**src/rtl/cla_pkg.sv**
```systemverilog
// Shared definitions for the serial CLA subtractor.
//   SLICE_W : width of one carry-lookahead slice
//   state_e : control FSM states
//   idx_w() : width of the slice index counter for n slices (never below 1)
package cla_pkg;

  localparam int unsigned SLICE_W = 4;

  typedef enum logic [1:0] {
    IDLE = 2'd0,
    RUN  = 2'd1,
    DONE = 2'd2
  } state_e;

  function automatic int unsigned idx_w(input int unsigned n);
    return (n <= 1) ? 1 : $clog2(n);
  endfunction

endpackage

```
**src/rtl/cla4_slice.sv**
```systemverilog
// Combinational 4-bit carry-lookahead adder slice.
//   x, y : 4-bit addends
//   ci   : carry in
//   s    : 4-bit sum
//   co   : carry out
module cla4_slice (
  input  logic [3:0] x,
  input  logic [3:0] y,
  input  logic       ci,
  output logic [3:0] s,
  output logic       co
);

  logic [3:0] g;
  logic [3:0] p;
  logic [3:0] c;

  assign g = x & y;
  assign p = x ^ y;

  // All carries are flat sum-of-products of g/p/ci; no ripple inside the slice.
  assign c[0] = ci;
  assign c[1] = g[0] | (p[0] & ci);
  assign c[2] = g[1] | (p[1] & g[0]) | (p[1] & p[0] & ci);
  assign c[3] = g[2] | (p[2] & g[1]) | (p[2] & p[1] & g[0]) | (p[2] & p[1] & p[0] & ci);
  assign co   = g[3] | (p[3] & g[2]) | (p[3] & p[2] & g[1]) | (p[3] & p[2] & p[1] & g[0])
              | (p[3] & p[2] & p[1] & p[0] & ci);

  assign s = p ^ c;

endmodule

```
**src/rtl/cla_serial_sub.sv**
```systemverilog
// Multi-cycle subtractor: diff = a - b - bin (mod 2^WIDTH), computed as a + ~b + ~bin
// through one shared 4-bit CLA slice, least-significant slice first.
//   clk, rst_n           : clock, synchronous active-low reset
//   in_valid/in_ready    : operand handshake (a, b, bin)
//   out_valid/out_ready  : result handshake (diff, bout, ovf)
// Optional macro CLA_SUB_OVF_EN enables signed-overflow detection; otherwise ovf is 0.
module cla_serial_sub
  import cla_pkg::*;
#(
  parameter int unsigned WIDTH = 16
) (
  input  logic             clk,
  input  logic             rst_n,
  input  logic             in_valid,
  output logic             in_ready,
  input  logic [WIDTH-1:0] a,
  input  logic [WIDTH-1:0] b,
  input  logic             bin,
  output logic             out_valid,
  input  logic             out_ready,
  output logic [WIDTH-1:0] diff,
  output logic             bout,
  output logic             ovf
);

  localparam int unsigned N   = WIDTH / SLICE_W;
  localparam int unsigned K_W = idx_w(N);
  localparam logic [K_W-1:0] KLast = K_W'(N - 1);

  if ((WIDTH % SLICE_W) != 0 || WIDTH < SLICE_W) begin : g_bad_width
    $error("cla_serial_sub: WIDTH must be a multiple of 4 and at least 4");
  end

  state_e           state_q;
  logic [WIDTH-1:0] a_q;
  logic [WIDTH-1:0] nb_q;     // inverted subtrahend
  logic             carry_q;
  logic [K_W-1:0]   k_q;
  logic [WIDTH-1:0] diff_q;
  logic             bout_q;
  logic             out_valid_q;

  int unsigned      k_int;
  logic [3:0]       sum;
  logic             co;
  logic             last;

  assign k_int = 32'(k_q);
  assign last  = (k_q == KLast);

  cla4_slice u_slice (
    .x  (a_q[k_int*SLICE_W +: SLICE_W]),
    .y  (nb_q[k_int*SLICE_W +: SLICE_W]),
    .ci (carry_q),
    .s  (sum),
    .co (co)
  );

  always_ff @(posedge clk) begin
    if (!rst_n) begin
      state_q     <= IDLE;
      a_q         <= '0;
      nb_q        <= '0;
      carry_q     <= 1'b0;
      k_q         <= '0;
      diff_q      <= '0;
      bout_q      <= 1'b0;
      out_valid_q <= 1'b0;
    end else begin
      unique case (state_q)
        IDLE: begin
          if (in_valid) begin
            a_q     <= a;
            nb_q    <= ~b;
            carry_q <= ~bin;
            k_q     <= '0;
            state_q <= RUN;
          end
        end
        RUN: begin
          diff_q[k_int*SLICE_W +: SLICE_W] <= sum;
          carry_q <= co;
          if (last) begin
            k_q         <= '0;
            bout_q      <= ~co;
            out_valid_q <= 1'b1;
            state_q     <= DONE;
          end else begin
            k_q <= k_q + K_W'(1);
          end
        end
        DONE: begin
          if (out_ready) begin
            out_valid_q <= 1'b0;
            state_q     <= IDLE;
          end
        end
        default: state_q <= IDLE;
      endcase
    end
  end

`ifdef CLA_SUB_OVF_EN
  logic a_sign_q;
  logic b_sign_q;
  logic ovf_q;

  always_ff @(posedge clk) begin
    if (!rst_n) begin
      a_sign_q <= 1'b0;
      b_sign_q <= 1'b0;
      ovf_q    <= 1'b0;
    end else begin
      if (state_q == IDLE && in_valid) begin
        a_sign_q <= a[WIDTH-1];
        b_sign_q <= b[WIDTH-1];
      end
      // sum[3] on the last slice is the result sign bit.
      if (state_q == RUN && last) begin
        ovf_q <= (a_sign_q != b_sign_q) && (sum[3] != a_sign_q);
      end
    end
  end

  assign ovf = ovf_q;
`else
  assign ovf = 1'b0;
`endif

  assign in_ready  = rst_n && (state_q == IDLE);
  assign out_valid = out_valid_q;
  assign diff      = diff_q;
  assign bout      = bout_q;

endmodule

```
**config.mk**
```make
export PLATFORM = sky130hd
export DESIGN_NAME = cla_serial_sub
export DESIGN_NICKNAME = d
export VERILOG_FILES = /design/src/rtl/cla_pkg.sv /design/src/rtl/cla4_slice.sv /design/src/rtl/cla_serial_sub.sv
export SDC_FILE = /design/constraint.sdc
export NUM_CORES = 1
export LEC_CHECK = 0
export ABC_AREA = 1
export ABC_CLOCK_PERIOD_IN_PS = 6200
export CAP_MARGIN = 30
export CORE_MARGIN = 4
export CORE_UTILIZATION = 53
export DETAILED_ROUTE_END_ITERATION = 12
export PLACE_DENSITY = 0.84
export REMOVE_ABC_BUFFERS = 1
export SLEW_MARGIN = 0
export SYNTH_ARGS = -nofsm -noshare
export SYNTH_HDL_FRONTEND = slang
export SYNTH_SLANG_ARGS = --single-unit
```
**constraint.sdc**
```tcl
create_clock -name clk -period 6.2 [get_ports clk]
set_input_delay 0.93 -clock clk [delete_from_list [all_inputs] [get_ports clk]]
set_output_delay 0.93 -clock clk [all_outputs]
set_load 0.02 [all_outputs]
```
After elaboration in Yosys (flattened, before gate mapping)
Cells that the tools add are included.

Bits in registers: 55. Input bits: 37. Output and inout port bits: 20. Word-level logic and storage cells: 74.

Add/subtract/negate cells: 2. Eq/ne operators: 6. Shift operators: 4. Mux-type cells: 13. Bitwise logic cells: 32. Reduce and logical (&&, ||, !) cells: 9.

Operators with widths (count): negation 4 -> 34 bit (1); variable shift 4 x 34 -> 16 bit, first input constant (1); indexed part select 4 x 34 -> 16 bit (1); indexed part select 16 x 5 -> 4 bit (2); AND 1 bit (16); bitwise mux 16 bit (1); inverter 16 bit (1); two-way mux 2 bit (5); OR 1 bit (10); bitwise XOR 4 bit (2); != test 2 bit, second input constant (3); case mux 2 bit (3 select lines) (1); AND reduction 2 bit (3); AND reduction 3 bit (2); AND 4 bit (1); == test 2 bit, second input constant (2); case mux 1 bit (2 select lines) (2); case mux 2 bit (2 select lines) (1); nonzero test 2 bit (2); two-way mux 1 bit (3); adder 2 x 1 -> 2 bit, second input constant (1); == test 2 x 1 -> 1 bit, second input constant (1); zero test 2 bit (1); inverter 1 bit (2); logical AND 1 bit (1).

Depth between registers and ports, before layout
Depth after elaboration: 9. Gate-level depth with buffers: 14. Gate-level depth less buffers: 13.

By module
From an unflattened synthesis, not the netlist that was laid out.

Cell total of the unflattened synthesis: 384. Area total of the unflattened synthesis: 2702.6 um^2.

By module, submodules not included: cla_serial_sub (instances 1, cells each 353, area an instance 2513.7 um^2, seq. area each 1101.1 um^2); cla4_slice (instances 1, cells each 31, area an instance 188.9 um^2, seq. area each 0.0 um^2).

Worst setup path after synthesis
Ideal clock, no wire load.

Path kind: input -> output. From: input rst_n. To: output in_ready. Arrival time: 1464 ps. Path slack: 3806 ps. Stages on the path: 2. Path through: inv_1 > nor3_1.

Word-level cells in the longest chain between the ends: 1.

RTL lines: start, declared (RTL line cla_serial_sub.sv:13) `input logic rst_n,`; logical AND 1 bit (RTL line cla_serial_sub.sv:130) `assign in_ready = rst_n && (state_q == IDLE);`; end, declared (RTL line cla_serial_sub.sv:15) `output logic in_ready,`.

No other way between the ends.

Worst setup path in the final report
Ends and elaborated chain as after synthesis.

==> impl_metrics.toml <==
[drt]
drt_first_pass_iters = 4
routed-via-count = 2200
met2WireLength_um = 2390
routed_via_density = 5.29
met1_length_um = 2380
antenna_left = 0
wl_per_cell_um = 12.4
wl_met3_um = 296
wl_um = 5140
drtIter0Drc = 115
drc = 0
dr.max_layer_used = "met4"

[worst_setup_path]
cp_slowest_cell = "clkdlybuf4s50_1"
max_stage_delay_ns = 0.64
r2r_end = "diff[7]$_SDFFE_PN0P_"
cp_cell_sequence = "clkdlybuf4s50_1 -> buf_4 -> inv_1 -> nor3_1 -> clkdlybuf4s50_1"
arrival_ns = 2.91
cp_max_fo = 34
cp_top_family = "buffers and inverters"
crit_path_start_kind = "input pin"
path_class = "input pin to output pin"
cp-end-kind = "output pin"
crit_top_cell = "clkdlybuf4s50_1"
crit_required_ns = 5.27
critPathBufInv = 4
endpoint = "in_ready"
cp-startpoint = "rst_n"
rrSetupSlack_ns = 2.95
r2r_cells = 13
r2r-start = "k_q[0]$_SDFFE_PN0P_"
worst-path-stages = 5

[yosys]
ys_ff_latch = 55
synth_mux_area_share_pct = 0
synth_simple_gate_area_share_pct = 22.3
ys_seq_area_share_pct = 44.2
yosysWarnings = 0
synthesis.instances = 317
syn-cell-area_um2 = 2490
synth_top_family_by_area = "simple AND/OR/NAND/NOR gates"
synth_fa_ha_area_share_pct = 6.33
synth_xor_area_share_pct = 0.703
synth_area_per_cell_um2 = 7.86
yosysUniqueCellTypes = 31
synth-compound-area-share_pct = 20.8

[sta]
report.final.slew_viol_count = 0
relSlewSlack_pct = 44.4
rsz0062_at_grt = "false"
fin_crit_sh_pct = 61.9
tightest_slew_ns = 0.832
fmax_ghz = 0.260
hold_ws_ns = 0.464
timing.final.crit_period_ns = 3.84
final_hold_viol_count = 0
skew_ns = 0.00634
setup_violations = 0
setup-tns-final_ns = 0

[cts]
postCtsHoldBufs = 0
cts_buffer_depth = 2
cts_resized = 0
clk_latency_ns = 0.31
cts_buffers = 5
clockRootBuffer = "clkbuf_8"
cts_sinks = 55
clk_pin_slew_ns = 0.09
ctsHtreeMaxLevel = 2
post_cts_buffers = 0
cts_tree = "yes"

[min_path]
hold_class = "flip-flop to flip-flop"

[die]
ios = 57
start_util_pct = 56.1
die_width_um = 76.6
dieHeight_um = 76.6
rows = 24
die_area_um2 = 5860
core_um2 = 4440

[power_and_ir_drop]
finalPower_mw = 0.829
leakagePower_nw = 1.22
vdd_ir_drop_max_v = 0.000172
p_per_area_nw_per_um2 = 262

[status]
status = "finished, final reports clean"

[layout]
synthToLayoutAreaGrowth_pct = 26.8
drive_gt1_share_pct = 6.32
num_antenna_cells = 0
nNetsFinal = 412

[global_route]
track_usage_pct = 17.9
grt_overflow = 0
grt_pass1_wl_um = 8740
antenna_found_initial = 0
grt_max_degree = 50
grt_pass1_vias = 2022

[placement]
gp_congestion = 0.764
place_hpwl_um = 3560
io_buffers = 55

[job]
max-cap-violations = 0
-- area by class of cell --
class / instances / area [um^2]
inverters: 13 / 48.8
repair buffers: 56 / 558
clock buffers: 6 / 72.6
clock inverters: 2 / 60.1
flip-flops and latches: 55 / 1100
multi-input cells: 232 / 1250
fillers: 367 / 1280
well taps: 52 / 65.1
-- registers in the layout (all words and copies together), names as in the netlist --
register / flops
a_q: 16
bout: 1
carry_q: 1
diff: 16
k_q: 2
nb_q: 16
out_valid: 1
state_q: 2
-- cell families (layout without fill, tap and decap cells) --
kind of cell    after synthesis  after routing
simple gates                120            120
compound gates               97             97
flops                        55             55
buf+inv                      30             77
fa+ha+maj                    12             12
xor+xnor                      2              2
other cells                   1              1
-- Yosys cell counts --
cell      number  area share [%]
nor3_1         2            0.40
nor2_8         2             1.6
or2_2          1            0.25
buf_6          2            0.90
nand2_2        3            0.75
clkbuf_1       9             1.4
a22oi_1        3            0.90
conb_1         1            0.15
a211oi_2       1            0.50
a21oi_1       35             7.0
clkbuf_2       1            0.20
nand3b_1       1            0.30
ha_1          11             5.5
dfxtp_1       55              44
nand4_1        4             1.0
nor4_4         1            0.85
nand3_1        8             1.6
nand2_4        2            0.90
xor2_1         2            0.70
o21ai_0       49             9.8
buf_4          1            0.30
o22ai_1        8             2.0
nor2_1        59             8.9
nor2_2         2            0.50
clkinv_1       1            0.15
buf_2          4            0.80
nand2_1       35             5.3
inv_2          2            0.30
fa_1           1            0.80
a31oi_2        1            0.50
inv_1         10             1.5
-- placed cells by master (no fill, tap or decap), drive strengths merged --
cell / instances
o22ai: 8
clkinv: 1
fa: 1
a21oi: 35
ha: 11
a22oi: 3
a211oi: 1
clkbuf: 6
nor4: 1
nand3: 8
nand3b: 1
nand4: 4
nor2: 63
clkdlybuf4s50: 55
dfxtp: 55
inv: 12
or2: 1
buf: 1
nand2: 40
a31oi: 1
bufinv: 2
xor2: 2
nor3: 2
o21ai: 49
conb: 1
-- per-stage QoR --
step | setup WS [ns] | instance area [um^2] | cells | util (%)
global route | 2.24 | 3160 | 416 | 71.1
detailed placement | 2.35 | 3030 | 408 | 68.1
global placement | 2.40 | 3030 | 408 | 68.1
floorplan | 3.61 | 2400 | 300 | -
CTS | 2.35 | 3160 | 416 | 71.1
finish | 2.36 | 3160 | 416 | 71.1
-- worst reg2reg max path, cell delays in order, from the launching register on --
cell	delay, ns
dfxtp_1	0.87
inv_1	0.59
o21ai_0	0.30
o22ai_1	0.12
ha_1	0.37
nand2_1	0.09
nand2_1	0.05
nor2_1	0.16
nand2_1	0.07
nand2_1	0.12
nand3_1	0.08
nor2_1	0.16
nand2_1	0.09
a21oi_1	0.13
-- how the worst min path moves through the flow --
stage                     slack (ns)  cells past startpoint                     end              startpoint
final                           0.46                      2  out_valid$_SDFFE_PN0P_  out_valid$_SDFFE_PN0P_
after global routing            0.49                      2  out_valid$_SDFFE_PN0P_  out_valid$_SDFFE_PN0P_
after global placement          0.45                      2  out_valid$_SDFFE_PN0P_  out_valid$_SDFFE_PN0P_
after detailed placement        0.45                      2  out_valid$_SDFFE_PN0P_  out_valid$_SDFFE_PN0P_
after floorplan                 0.45                      2    a_q[10]$_SDFFE_PN0P_    a_q[10]$_SDFFE_PN0P_
after CTS                       0.47                      2  out_valid$_SDFFE_PN0P_  out_valid$_SDFFE_PN0P_
-- per-layer routing --
layer	vias to the layer above	global-route usage, %
met4	0	6.70
met3	8	4.26
met1	974	21.7
met5	-	0
li1	1157	-
met2	61	30.6
-- power breakdown --
| part | internal [mW] | switching [mW] | total (mW) |
|---|---|---|---|
| Clock | 0.161 | 0.111 | 0.273 |
| Combinational | 0.0688 | 0.0953 | 0.164 |
| Sequential | 0.376 | 0.0161 | 0.392 |
| Total | 0.606 | 0.223 | 0.829 |
(Power assumes the default switching activity.)
